### src/rtl/xbee_pkt_rx.sv
// xbee_pkt_rx: receives SOF/TYPE/ARG/CHK frames from the xbee UART byte stream.
// It holds one packet until the consumer acks it, counts checksum failures and
// inter-byte timeouts, and keeps a sticky flag for good packets that were dropped.
module xbee_pkt_rx #(
  parameter logic [7:0]  SOF_BYTE       = 8'hA5,
  parameter int unsigned TIMEOUT_CYCLES = 100000
) (
  input  logic       clk,
  input  logic       reset,
  input  logic [7:0] data_in,
  input  logic       data_rdy,
  output logic [7:0] pkt_type,
  output logic [7:0] pkt_arg,
  output logic       pkt_valid,
  input  logic       pkt_ack,
  output logic [7:0] chk_err_cnt,
  output logic [7:0] to_err_cnt,
  output logic       overflow
);

  localparam int unsigned TW = $clog2(TIMEOUT_CYCLES + 1);
  // The timeout fires on the idle cycle that would take the count to TIMEOUT_CYCLES.
  localparam logic [TW-1:0] TO_LAST = TW'(TIMEOUT_CYCLES - 1);

  typedef enum logic [1:0] {IDLE, GET_TYPE, GET_ARG, GET_CHK} state_t;

  state_t          state, state_nxt;
  logic [7:0]      stg_type, stg_arg;
  logic [7:0]      chk_sum;
  logic [TW-1:0]   to_cnt;
  logic            timeout;
  logic            load;

  assign chk_sum = stg_type + stg_arg;

  // Next-state decode; a byte strobe always takes priority over a timeout.
  always_comb begin
    state_nxt = state;
    timeout   = 1'b0;
    load      = 1'b0;
    if (data_rdy) begin
      case (state)
        IDLE:     if (data_in == SOF_BYTE) state_nxt = GET_TYPE;
        GET_TYPE: state_nxt = GET_ARG;
        GET_ARG:  state_nxt = GET_CHK;
        GET_CHK: begin
          state_nxt = IDLE;
          load      = (data_in == chk_sum);
        end
        default:  state_nxt = IDLE;
      endcase
    end else if (state != IDLE && to_cnt == TO_LAST) begin
      timeout   = 1'b1;
      state_nxt = IDLE;
    end
  end

  // State register.
  always_ff @(posedge clk or negedge reset) begin
    if (!reset) state <= IDLE;
    else        state <= state_nxt;
  end

  // Staging bytes and the inter-byte idle counter.
  always_ff @(posedge clk or negedge reset) begin
    if (!reset) begin
      stg_type <= '0;
      stg_arg  <= '0;
      to_cnt   <= '0;
    end else begin
      if (data_rdy && state == GET_TYPE) stg_type <= data_in;
      if (data_rdy && state == GET_ARG)  stg_arg  <= data_in;
      if (timeout) begin
        stg_type <= '0;
        stg_arg  <= '0;
      end
      if (data_rdy || timeout || state == IDLE) to_cnt <= '0;
      else                                      to_cnt <= to_cnt + 1'b1;
    end
  end

  // Held packet: load when free or being acked in the same cycle, else drop and flag.
  always_ff @(posedge clk or negedge reset) begin
    if (!reset) begin
      pkt_type  <= '0;
      pkt_arg   <= '0;
      pkt_valid <= 1'b0;
      overflow  <= 1'b0;
    end else if (load) begin
      if (!pkt_valid || pkt_ack) begin
        pkt_type  <= stg_type;
        pkt_arg   <= stg_arg;
        pkt_valid <= 1'b1;
      end else begin
        overflow  <= 1'b1;
      end
    end else if (pkt_valid && pkt_ack) begin
      pkt_valid <= 1'b0;
    end
  end

  // Saturating error counters.
  always_ff @(posedge clk or negedge reset) begin
    if (!reset) begin
      chk_err_cnt <= '0;
      to_err_cnt  <= '0;
    end else begin
      if (state == GET_CHK && data_rdy && !load && chk_err_cnt != '1)
        chk_err_cnt <= chk_err_cnt + 1'b1;
      if (timeout && to_err_cnt != '1)
        to_err_cnt <= to_err_cnt + 1'b1;
    end
  end

endmodule

### config.mk
export PLATFORM = sky130hd
export DESIGN_NAME = xbee_pkt_rx
export DESIGN_NICKNAME = d
export VERILOG_FILES = /design/src/rtl/xbee_pkt_rx.sv
export SDC_FILE = /design/constraint.sdc
export NUM_CORES = 1
export LEC_CHECK = 0
export CELL_PAD_IN_SITES_DETAIL_PLACEMENT = 1
export CELL_PAD_IN_SITES_GLOBAL_PLACEMENT = 2
export CORE_MARGIN = 1
export CORE_UTILIZATION = 25
export DETAILED_ROUTE_END_ITERATION = 7
export PLACE_DENSITY = 0.57
export SLEW_MARGIN = 20
export SYNTH_ARGS = -nofsm -noshare
export SYNTH_HDL_FRONTEND = slang
export SYNTH_SLANG_ARGS = --single-unit
export TNS_END_PERCENT = 5
### constraint.sdc
create_clock -name clk -period 2.9 [get_ports clk]
set_input_delay 0.58 -clock clk [delete_from_list [all_inputs] [get_ports clk]]
set_output_delay 0.58 -clock clk [all_outputs]
set_load 0.02 [all_outputs]
# Word level (Yosys, flattened, before mapping)
# Index checks and enable logic that the tools add are counted.
# totals
register_bits	69
inputBits	12
output_inout_bits	34
elab_cells	64
# op_classes
n_addsub	4
n_eq_ne	10
n_mux	16
n_bitwise	1
n_reduce_logical	23
# ops
op	n
8-bit 2-to-1 mux	4
17-bit by 1-bit adder with 17-bit output, second input constant	1
17-bit == test, second input constant	1
17-bit 2-to-1 mux	1
8-bit by 1-bit adder with 8-bit output, second input constant	2
8-bit inequality test, second input constant	2
2-bit nonzero test	5
8-bit adder	1
8-bit == test	1
8-bit == test, second input constant	1
1-bit logical AND	8
2-bit one-hot mux with 4 select lines	1
2-bit AND reduction	4
1-bit 2-to-1 mux	7
2-bit 2-to-1 mux	3
2-bit == test, second input constant	2
1-bit logical OR	3
3-bit inequality test, second input constant	1
2-bit by 1-bit == test with 1-bit output, second input constant	1
1-bit zero test	2
2-bit zero test	1
2-bit by 1-bit inequality test with 1-bit output, second input constant	1
1-bit inverter	1

# Logic depth before layout (Yosys ltp)
# depth
ltp_word	7
ltp_mapped	10

# Worst setup path after synthesis
# OpenSTA, ideal clock, no wires.
# synth_timing
kind	register to register
from	reg stg_type[0]
to	reg pkt_arg[5]
arrival_ps	2890
required_time_ps	2775
slack_ps	-115
stages_incl_launch_ff	11
n_path_buf	1
cell_sequence	dfrtp_1 -> ha_1 -> fa_1 -> xnor2_1 -> xnor2_1 -> or4_4 -> nor3_4 -> nand4_4 -> a21oi_4 -> buf_12 -> mux2_4
# synth_between
elab_chain_len	5
# synth_lines
element	line	rtl
from (decl)	28	logic [7:0] stg_type, stg_arg;
from (signal assigned)	71	if (data_rdy && state == GET_TYPE) stg_type <= data_in;
8-bit adder	34	assign chk_sum = stg_type + stg_arg;
8-bit == test	48	load = (data_in == chk_sum);
1-bit 2-to-1 mux	42	case (state)
1-bit 2-to-1 mux	41	if (data_rdy) begin
2-bit AND reduction (no source line)	--	
to (signal assigned)	92	pkt_arg <= stg_arg;
to (decl)	13	output logic [7:0] pkt_arg,
# Every way passes these cells.
# A chain may end at the register's enable or synchronous reset.

# Worst setup path after layout
# layout_timing
from	reg stg_type[0]
to	reg pkt_arg[7]
# Same word-level chain as after synthesis.

==> metrics.md <==
| Metric | Value |
|---|---|
| Layout Nets | `374` |
| IO Count | `46` |
| Pin count of the biggest net entering global routing | `36` |
| Number of buffers added for setup after CTS | `0` |
| Critical Path Slowest Stage Cell | `or4_4` |
| Post-route DRC | `0` |
| Die Y | `118 um` |
| Post-synth EDFFs | `0` |
| Placed cell areas | `4150 um2` |
| Clk Tree Root Cell | `clkbuf_16` |
| Setup WS post-layout | `0.0257 ns` |
| Final instance area | `4470 um2` |
| Chip width | `118 um` |
| Syn Nets | `307` |
| Std-Cell Rows | `42` |
| CTS Buf Count | `9` |
| FF+latch area | `1730 um2` |
| Syn avg cell area | `12.0 um2` |
| DP HPWL | `5.94 mm` |
| Slowest stage delay, CP | `0.55 ns` |
| WL per Instance | `15.7 um` |
| Status | `complete, no violations` |
| Max clock buf depth | `2` |
| Cell area power density | `766 nW/um2` |
| Sequential share of power | `0.364` |
| Worst vdd ir | `357 uV` |
| All-Layer GR Usage | `0.135` |
| Leading post-synthesis cells by cell area | `dfrtp_1 51%, xnor2_1 7.0%, ha_1 5.2%` |
| Sequence of cells on the critical path | `ha_2 -> fa_2 -> xnor2_1 -> xnor2_1 -> or4_4 -> nor3_4 -> nand4_4 -> a21oi_4 -> buf_12 -> mux2_2` |
| Number of diodes | `0` |
| Clk pwr share | `0.351` |
| Peak Freq | `0.348 GHz` |
| Clock latency on the worst-skew pair | `0.34 ns` |
| Detail Route Antenna Nets | `0` |
| Clock slew at reported path FFs | `0.06 ns` |
| Vias per std cell | `4.55` |
| DIE AREA | `14000 um2` |
| P_leak | `0.00194 uW` |
| Seq/Total Area, Yosys | `0.512` |
| Filler cell count | `1439` |
| First-pass GRT wire length | `14.5 mm` |
| Worst endpoint required time | `3.12 ns` |
| Post-Place Worst Slack | `-0.0140 ns` |
| Min Tclk post-route | `2.87 ns` |
| Arrival @ worst endpoint | `3.09 ns` |
| Antenna violations before repair | `0` |
| TritonCTS sink count | `69` |
| Pwr Total | `3430 uW` |
| Synth warn | `0` |
| Multi-input logic area | `1580 um2` |
| Routed WL | `8.28 mm` |
| NetSw | `1080 uW` |
| Hold Fails Final Rpt | `0` |
| Ys flop type | `dfrtp_1` |
| Area leader, netlist | `dfrtp_1` |
| Async S/R FF share, synth | `1.00` |
| Critical Path Start Type | `flip-flop` |
| CTS resizes | `0` |
| H-tree Lvls | `3` |
| WS Path Type | `flip-flop to flip-flop` |
| Layout cells sized above 1 | `0.170` |
| RePlAce Congestion | `0.761` |
| Slew Viols, Final | `0` |
| Drt first pass iters | `4` |
| Vias | `2403` |
| Fin Clk Skew | `0.00621 ns` |
| RSZ-0062 raised after global routing | `yes` |
| Finish-stage setup viols | `0` |
| PortBufs | `45` |
| Area delta synth->final | `32.7%` |
| Pint | `2350 uW` |
| Distinct cell type count after synthesis | `41` |
| Post-synth top area share | `0.512` |
| Min-delay worst type | `input pin to asynchronous set/reset pin` |
| Period utilization | `0.991` |
| Cell Area, Synth | `3370 um2` |
| Hold buffers post-CTS | `0` |
| Vias in the first global route | `2719` |
| Worst rel slew slack | `0.481` |
| Fin Setup TNS | `0 ns` |
| Yosys reg bits | `69` |
| Congestion Overflow GR | `0` |
| Worst setup EP type | `flip-flop` |
| Least-Margin Pin Slew | `0.773 ns` |
| Core footprint | `13200 um2` |
| Max cap viols | `0` |
| Initial core utilization | `0.256` |
| WHS | `0.285 ns` |
| Most Frequent Cell on Critical Path | `xnor2_1` |
| Post-Syn Instances | `280` |
| Maximum fanout along the worst path | `16` |
| CTS tree | `built` |
| DRT iter0 DRCs | `69` |
| Sw Ratio | `0.315` |
| Combinational share of power | `0.286` |
-- cells by family after synthesis --
| group | Yosys count | share of synthesized area |
|---|---|---|
| DFF | 69 | 0.512 |
| buffers and inverters | 14 | 0.0204 |
| adders and majority gates | 15 | 0.0579 |
| AOI/OAI and AO/OA | 36 | 0.0876 |
| muxes | 18 | 0.0712 |
| xor gates and xnor gates | 43 | 0.112 |
| and+or+nand+nor | 85 | 0.139 |
-- worst paths after layout --
kind                                    startpoint                endpoint  slack, ns  cells past startpoint
setup / recovery           stg_type[0]$_DFFE_PN0P_  pkt_arg[7]$_DFFE_PN0P_       0.03                     10
hold / removal                               reset  pkt_arg[6]$_DFFE_PN0P_       0.28                      2
setup reg to reg           stg_type[0]$_DFFE_PN0P_  pkt_arg[7]$_DFFE_PN0P_       0.03                     10
hold reg to reg               overflow$_DFFE_PN0P_    overflow$_DFFE_PN0P_       0.47                      2
max in group asynchronous                    reset    to_cnt[16]$_DFF_PN0_       2.28                      2
min in group clk              overflow$_DFFE_PN0P_    overflow$_DFFE_PN0P_       0.47                      2
-- per-layer routing --
layer / global-route usage / vias up / share of wire
li1: - / 1139 / -
met1: 0.160 / 1216 / 0.45
met4: 0.0529 / 0 / 0.015
met5: 0 / - / 0
met2: 0.222 / 38 / 0.48
met3: 0.0507 / 10 / 0.051
-- stage by stage --
stage | cells | util
after global routing | 528 | 0.339
final | 528 | 0.339
after CTS | 528 | 0.339
after detailed placement | 512 | 0.314
after global placement | 512 | 0.314
after floorplan | 280 | -
-- power by group through the flow --
| stage | Clock (uW) | Combinational, uW | Sequential, uW |
|---|---|---|---|
| after CTS | 1250 | 1000 | 1250 |
| after global routing | 1290 | 1100 | 1270 |
| after floorplan | 0 | 626 | 1260 |
| after detailed placement | 0 | 997 | 1270 |
| after global placement | 0 | 993 | 1260 |
| final | 1200 | 980 | 1250 |
-- area by class of cell --
type | instances | share of cell area
Timing Repair Buffer | 63 | 0.133
Sequential cell | 69 | 0.386
Clock inverter | 4 | 0.0157
Clock buffer | 12 | 0.0573
Inverter | 7 | 0.00587
Tap cell | 176 | 0.0492
Multi-Input combinational cell | 197 | 0.353
-- Yosys cell counts (3+ instances only) --
master / n
ha_1: 14
and3_1: 5
inv_1: 7
nand4_1: 10
o21ai_0: 3
nor4b_1: 3
mux2_4: 10
a31oi_1: 4
a32o_1: 17
clkbuf_1: 4
dfrtp_1: 69
nand2_1: 18
a21oi_1: 4
xnor2_1: 27
nor2_1: 22
nand3_1: 13
xor2_1: 16
mux2_2: 8
-- placed cells by master, fill, tap and decap left out, types with 3 or more instances in the layout --
master | Yosys | final
a21oi_1 | 4 | 4
a31oi_1 | 4 | 4
a32o_1 | 17 | 17
and3_1 | 5 | 5
buf_4 | 0 | 17
clkbuf_16 | 0 | 9
clkdlybuf4s50_1 | 0 | 44
dfrtp_1 | 69 | 69
ha_1 | 14 | 13
inv_1 | 7 | 7
mux2_2 | 8 | 8
mux2_4 | 10 | 10
nand2_1 | 18 | 18
nand3_1 | 13 | 13
nand4_1 | 10 | 10
nor2_1 | 22 | 22
nor4b_1 | 3 | 3
o21ai_0 | 3 | 3
xnor2_1 | 27 | 27
xor2_1 | 16 | 16
-- critical path: cells and delay by family (launching register included) --
family,cells,cell delay (ns)
mux,1,0.34
xor+xnor,2,0.27
flops,1,0.38
simple gates,3,0.85
compound gates,1,0.17
buf+inv,1,0.18
fa+ha+maj,2,0.56
-- state kept, by name (all words and copies together), names as in the netlist --
register and cells:
to_err_cnt 8, state 2, pkt_type 8, to_cnt 17, overflow 1, pkt_arg 8
chk_err_cnt 8, stg_type 8, pkt_valid 1, stg_arg 8
Power figures use the tool's default switching activity.
